--- config.mk ---
export PLATFORM = sky130hd
export DESIGN_NAME = pipe_hazard_ctrl
export DESIGN_NICKNAME = d
export VERILOG_FILES = /design/src/rtl/pipe_hazard_ctrl_pkg.sv /design/src/rtl/pipe_hazard_ctrl_hazard_detect.sv /design/src/rtl/pipe_hazard_ctrl.sv
export SDC_FILE = /design/constraint.sdc
export NUM_CORES = 1
export LEC_CHECK = 0
export BUFFER_PORTS_ARGS = -buffer_cell sky130_fd_sc_hd__buf_2
export CAP_MARGIN = 10
export CORE_ASPECT_RATIO = 2
export CORE_UTILIZATION = 35
export DETAILED_ROUTE_END_ITERATION = 7
export PLACE_DENSITY = 0.65
export RECOVER_POWER = 50
export SLEW_MARGIN = 20
export SYNTH_ARGS = -nofsm -noshare
export SYNTH_HDL_FRONTEND = slang
export SYNTH_SLANG_ARGS = --single-unit
--- constraint.sdc ---
create_clock -name clk -period 2.93 [get_ports clk]
set_input_delay 0.293 -clock clk [delete_from_list [all_inputs] [get_ports clk]]
set_output_delay 0.293 -clock clk [all_outputs]
set_load 0.02 [all_outputs]
--- src/rtl/pipe_hazard_ctrl_pkg.sv ---
// Shared types and constants for the pipeline hazard controller and its helpers.
package pipe_hazard_ctrl_pkg;

    typedef enum logic {
        RUN     = 1'b0,
        MC_WAIT = 1'b1
    } mc_state_t;

    localparam int REG_ZERO = 0;

    typedef struct packed {
        logic stall_pc;
        logic stall_if_id;
        logic stall_id_ex;
        logic stall_ex_mem;
        logic stall_mem_wb;
        logic flush_if_id;
        logic flush_id_ex;
        logic flush_ex_mem;
    } pipe_ctl_t;

endpackage

--- src/rtl/pipe_hazard_ctrl_hazard_detect.sv ---
// Load-use detection between the instruction in ID and a load in EX.
// Purely combinational so the forwarding unit can share it.
module pipe_hazard_ctrl_hazard_detect
    import pipe_hazard_ctrl_pkg::*;
#(
    parameter int RS_W = 6
) (
    input  logic [RS_W-1:0] id_rs1,
    input  logic [RS_W-1:0] id_rs2,
    input  logic            id_use_rs1,
    input  logic            id_use_rs2,
    input  logic [RS_W-1:0] ex_wd,
    input  logic            ex_wreg,
    input  logic            ex_rmem,
    output logic            load_use
);

    logic wd_live;
    logic hit_rs1;
    logic hit_rs2;

    // x0 is hardwired, so a load targeting it never creates a dependency
    assign wd_live  = ex_rmem & ex_wreg & (ex_wd != RS_W'(REG_ZERO));
    assign hit_rs1  = id_use_rs1 & (id_rs1 == ex_wd);
    assign hit_rs2  = id_use_rs2 & (id_rs2 == ex_wd);
    assign load_use = wd_live & (hit_rs1 | hit_rs2);

endmodule

--- src/rtl/pipe_hazard_ctrl.sv ---
// Stall/flush generation for the 5-stage pipeline: load-use, branch redirect,
// multi-cycle EX ops and data-memory wait states.
//
//   state   | meaning
//   --------+-------------------------------------------------------------
//   RUN     | normal flow; branch, mc_start and load-use resolved each cycle
//   MC_WAIT | multi-cycle op in EX; front end held until done or timeout
module pipe_hazard_ctrl
    import pipe_hazard_ctrl_pkg::*;
#(
    parameter int RS_W       = 6,
    parameter int MC_TIMEOUT = 64,
    parameter int CNT_W      = 32
) (
    input  logic             clk,
    input  logic             rst_n,
    input  logic [RS_W-1:0]  id_rs1,
    input  logic [RS_W-1:0]  id_rs2,
    input  logic             id_use_rs1,
    input  logic             id_use_rs2,
    input  logic [RS_W-1:0]  ex_wd,
    input  logic             ex_wreg,
    input  logic             ex_rmem,
    input  logic             ex_branch_taken,
    input  logic             ex_mc_start,
    input  logic             ex_mc_done,
    input  logic             mem_wait,
    output logic             stall_pc,
    output logic             stall_if_id,
    output logic             stall_id_ex,
    output logic             stall_ex_mem,
    output logic             stall_mem_wb,
    output logic             flush_if_id,
    output logic             flush_id_ex,
    output logic             flush_ex_mem,
    output logic             mc_busy,
    output logic             mc_err,
    output logic [CNT_W-1:0] stall_cycles
);

    localparam int          TO_W    = $clog2(MC_TIMEOUT) + 1;
    localparam logic [TO_W-1:0] TO_LAST = TO_W'(MC_TIMEOUT - 1);

    mc_state_t       state, state_nxt;
    logic            done_seen, done_seen_nxt;
    logic [TO_W-1:0] to_cnt, to_cnt_nxt;
    logic            mc_err_set;
    logic            load_use;
    pipe_ctl_t       ctl;

    pipe_hazard_ctrl_hazard_detect #(
        .RS_W (RS_W)
    ) u_hazard_detect (
        .id_rs1     (id_rs1),
        .id_rs2     (id_rs2),
        .id_use_rs1 (id_use_rs1),
        .id_use_rs2 (id_use_rs2),
        .ex_wd      (ex_wd),
        .ex_wreg    (ex_wreg),
        .ex_rmem    (ex_rmem),
        .load_use   (load_use)
    );

    always_ff @(posedge clk or negedge rst_n) begin
        if (!rst_n) begin
            state     <= RUN;
            done_seen <= 1'b0;
            to_cnt    <= '0;
            mc_err    <= 1'b0;
        end else begin
            state     <= state_nxt;
            done_seen <= done_seen_nxt;
            to_cnt    <= to_cnt_nxt;
            if (mc_err_set) begin
                mc_err <= 1'b1;
            end
        end
    end

    always_comb begin
        ctl           = '0;
        state_nxt     = state;
        done_seen_nxt = done_seen;
        to_cnt_nxt    = to_cnt;
        mc_err_set    = 1'b0;

        // Timeout count keeps running through memory stalls; it saturates so a
        // long mem_wait cannot wrap it past the terminal value.
        if (state == MC_WAIT && to_cnt != TO_LAST) begin
            to_cnt_nxt = to_cnt + TO_W'(1);
        end

        if (mem_wait) begin
            ctl.stall_pc     = 1'b1;
            ctl.stall_if_id  = 1'b1;
            ctl.stall_id_ex  = 1'b1;
            ctl.stall_ex_mem = 1'b1;
            ctl.stall_mem_wb = 1'b1;
            if (state == MC_WAIT && ex_mc_done) begin
                done_seen_nxt = 1'b1;
            end
        end else if (state == MC_WAIT) begin
            if (ex_mc_done || done_seen) begin
                state_nxt     = RUN;
                done_seen_nxt = 1'b0;
            end else begin
                ctl.stall_pc     = 1'b1;
                ctl.stall_if_id  = 1'b1;
                ctl.stall_id_ex  = 1'b1;
                ctl.flush_ex_mem = 1'b1;
                if (to_cnt == TO_LAST) begin
                    mc_err_set = 1'b1;
                    state_nxt  = RUN;
                end
            end
        end else if (ex_branch_taken) begin
            ctl.flush_if_id = 1'b1;
            ctl.flush_id_ex = 1'b1;
        end else if (ex_mc_start) begin
            ctl.stall_pc     = 1'b1;
            ctl.stall_if_id  = 1'b1;
            ctl.stall_id_ex  = 1'b1;
            ctl.flush_ex_mem = 1'b1;
            state_nxt        = MC_WAIT;
            to_cnt_nxt       = '0;
        end else if (load_use) begin
            ctl.stall_pc    = 1'b1;
            ctl.stall_if_id = 1'b1;
            ctl.flush_id_ex = 1'b1;
        end
    end

    always_ff @(posedge clk or negedge rst_n) begin
        if (!rst_n) begin
            stall_cycles <= '0;
        end else if (ctl.stall_pc && stall_cycles != {CNT_W{1'b1}}) begin
            stall_cycles <= stall_cycles + CNT_W'(1);
        end
    end

    assign stall_pc     = ctl.stall_pc;
    assign stall_if_id  = ctl.stall_if_id;
    assign stall_id_ex  = ctl.stall_id_ex;
    assign stall_ex_mem = ctl.stall_ex_mem;
    assign stall_mem_wb = ctl.stall_mem_wb;
    assign flush_if_id  = ctl.flush_if_id;
    assign flush_id_ex  = ctl.flush_id_ex;
    assign flush_ex_mem = ctl.flush_ex_mem;
    assign mc_busy      = (state == MC_WAIT);

endmodule

==> qor.yml <==
m1WireLength_um: 1920
drc: 0
synth_top_family_by_area: "simple AND/OR/NAND/NOR gates"
start_util_pct: 36.2
io_buffer_count: 69
cpMaxStageDelayCell: "o221a_1"
drtPass1Iterations: 4
vias: 1868
layout-drive-gt1-share_pct: 23.8
hold_path.class: "in2reg"
pwr-share-seq_pct: 41.2
synth_xor_area_share_pct: 17.6
critPathLaunchType: "flop"
synth_top_area_share_pct: 46.0
maxSlewHeadroom_pct: -47.9
synth-main-ff-cell: "dfrtp_1"
cts.sinks: 42
p_comb_share_pct: 24.3
clockRootBuffer: "clkbuf_16"
synth_common_cells: "dfrtp_1 (42), xnor2_1 (38), nand3_1 (19)"
dr_wl_met3_um: 231
tightest_slew_ps: 2220
clock.fmax_mhz: 410
cap_viol_max_count: 1
grt_max_degree: 43
antenna_left: 0
syn_to_final_growth_pct: 23.7
fin_crit_ps: 2440
violations: "capacitance limit, slew limit"
clockBufferDepth: 2
place_area_um2: 2690
seq_area_frac_synth_pct: 46.0
cts_resized: 0
cts.repair_timing.setup_buffer_count: 0
synth.avg_cell_area_um2: 10.2
yosysTopAreaCell: "dfrtp_1"
drt-initial-drc-count: 35
numCtsBuffers: 5
worstSetupPathType: "reg2reg"
tns_ps: 0
period_share_pct: 83.2
syn_inst: 225
dieArea_um2: 6880
synth-simple-area-share_pct: 25.6
syn-num-nets: 255
gp_congestion: 0.774
report.final.setup_viol: 0
overflow: 0
critPathCaptureType: "flop"
wl_per_cell_um: 13.4
path_buf_inv: 0
finClkSkew_ps: 3.83
drv_slew: 43
clock_latency_ps: 290
core_um2: 6310
critPathTopFamily: "compound AO/OA/AOI/OAI gates"
outcome: "finished with violations"
synth_edf_count: 0
synth_area_leaders: "dfrtp_1 (46%), xnor2_1 (15%), nand3_1 (4.2%), nand4_1 (3.8%), xor2_1 (3.1%)"
crit_arrival_ps: 2610
synth_compound_area_share_pct: 5.03
hold_viol: 0
rsz0062_at_grt: "false"
dpl.hpwl_um: 3860
max_stage_delay_ps: 880
diodes: 0
cts_tree: "done"
final_cell_area_um2: 2830
top_layer: "met4"
p_per_area_nw_per_um2: 656
synth_area_um2: 2290
antenna_found_initial: 0
switching_power_mw: 0.603
leakage_nw: 1.21
grt_usage_pct: 16.4
path_cells: "nor3b_1 > a211o_1 > o21bai_1 > o221a_1 > mux2_2"
path_clk_slew_ps: 60
io_pins: 70
vdd_drop_max_uv: 385
ys_seq_elements: 42
grt_pass1_wl_um: 8240
synthAdderAreaFrac_pct: 1.09
cp_max_fo: 26
crit_required_ps: 3100
totalWireLength_um: 5100
core.rowCount: 41
p_int_mw: 1.25
synth.most_common_cell: "dfrtp_1"
grt_pass1_vias: 1770
htree_levels: 2
postCtsHoldBufs: 0
synthMuxAreaShare_pct: 0.930
chipWidth_um: 59.2
fin_nets: 324
yosys_warnings: 0
power_frac_clock_pct: 34.5
wl_met2_um: 2790
yosysUniqueCellTypes: 41
nFillCells: 641
async_flop_share_pct: 100
viasPerCell: 4.92
die_y_um: 116
netSwitchingFraction_pct: 32.5
cells in the final DEF (no fill, tap or decap), types with 3 or more instances in the layout:
cell,Yosys,final
a21oi_1,5,5
and3_1,6,6
buf_2,0,48
buf_4,3,3
clkbuf_1,3,21
clkbuf_16,0,5
dfrtp_1,42,42
inv_1,3,3
nand2_1,15,15
nand2b_1,3,3
nand3_1,19,19
nand3_2,5,5
nand4_1,14,14
nor2_1,17,17
nor3_1,9,9
nor3b_1,3,3
o21ai_0,3,3
xnor2_1,38,38
xor2_1,8,8
worst paths after layout:
kind / startpoint / end / slack, ps / depth (start not counted)
setup / recovery: mc_busy$_DFFE_PN0N_ / stall_cycles[1]$_DFFE_PN0P_ / 490 / 5
hold / removal: ex_mc_done / done_seen$_DFFE_PN0P_ / 310 / 3
setup reg to reg: mc_busy$_DFFE_PN0N_ / stall_cycles[1]$_DFFE_PN0P_ / 490 / 5
hold reg to reg: mc_err$_DFFE_PN0P_ / mc_err$_DFFE_PN0P_ / 470 / 1
max in group asynchronous: rst_n / stall_cycles[5]$_DFFE_PN0P_ / 1000 / 1
min in group asynchronous: rst_n / mc_err$_DFFE_PN0P_ / 650 / 1
routing by layer:
| layer | vias up | GRT usage, % |
|---|---|---|
| met5 | - | 0 |
| met2 | 46 | 29.2 |
| met3 | 8 | 3.88 |
| met4 | 0 | 8.57 |
| li1 | 922 | - |
| met1 | 892 | 17.5 |
final cells by class:
cell class | instances | area (µm²) | area share [%]
inverter | 3 | 11.3 | 0.398
multi-input combinational | 170 | 1150 | 40.6
timing repair buffer | 72 | 342 | 12.1
tap | 86 | 108 | 3.80
sequential | 42 | 1050 | 37.1
clock inverter | 1 | 30.0 | 1.06
clock buffer | 6 | 139 | 4.91
worst min-delay path, delay by kind of cell:
kind	cells	cell delay [ps]
AOI/OAI and AO/OA	1	60
buffers and inverters	1	100
and+or+nand+nor	1	90
cells by family after synthesis:
group	count (synthesis)
xor+xnor	46
fa+ha+maj	2
flops	42
simple gates	104
buf+inv	13
compound gates	16
mux	2
sequential cells by signal, indices dropped and copies added (netlist names):
register and flops:
done_seen 1, mc_err 1, mc_busy 1, to_cnt 7, stall_cycles 32
power groups by stage:
stage	Clock [mW]	Combinational (mW)	Sequential (mW)
after detailed placement	0	0.467	0.776
after global placement	0	0.458	0.772
final	0.641	0.451	0.764
after floorplan	0	0.271	0.815
after CTS	0.658	0.467	0.766
after global routing	0.680	0.500	0.781
through the flow:
stage | cells | power [mW] | worst slack [ps] | util [%] | hold slack (ps)
floorplan | 225 | 1.09 | 843 | - | -2.59
detailed placement | 373 | 1.24 | 430 | 42.6 | 461
global route | 380 | 1.96 | 280 | 44.9 | 336
global placement | 373 | 1.23 | 448 | 42.6 | 452
CTS | 380 | 1.89 | 479 | 45.3 | 187
finish | 380 | 1.86 | 493 | 44.9 | 305
Power figures use the tool's default switching activity.
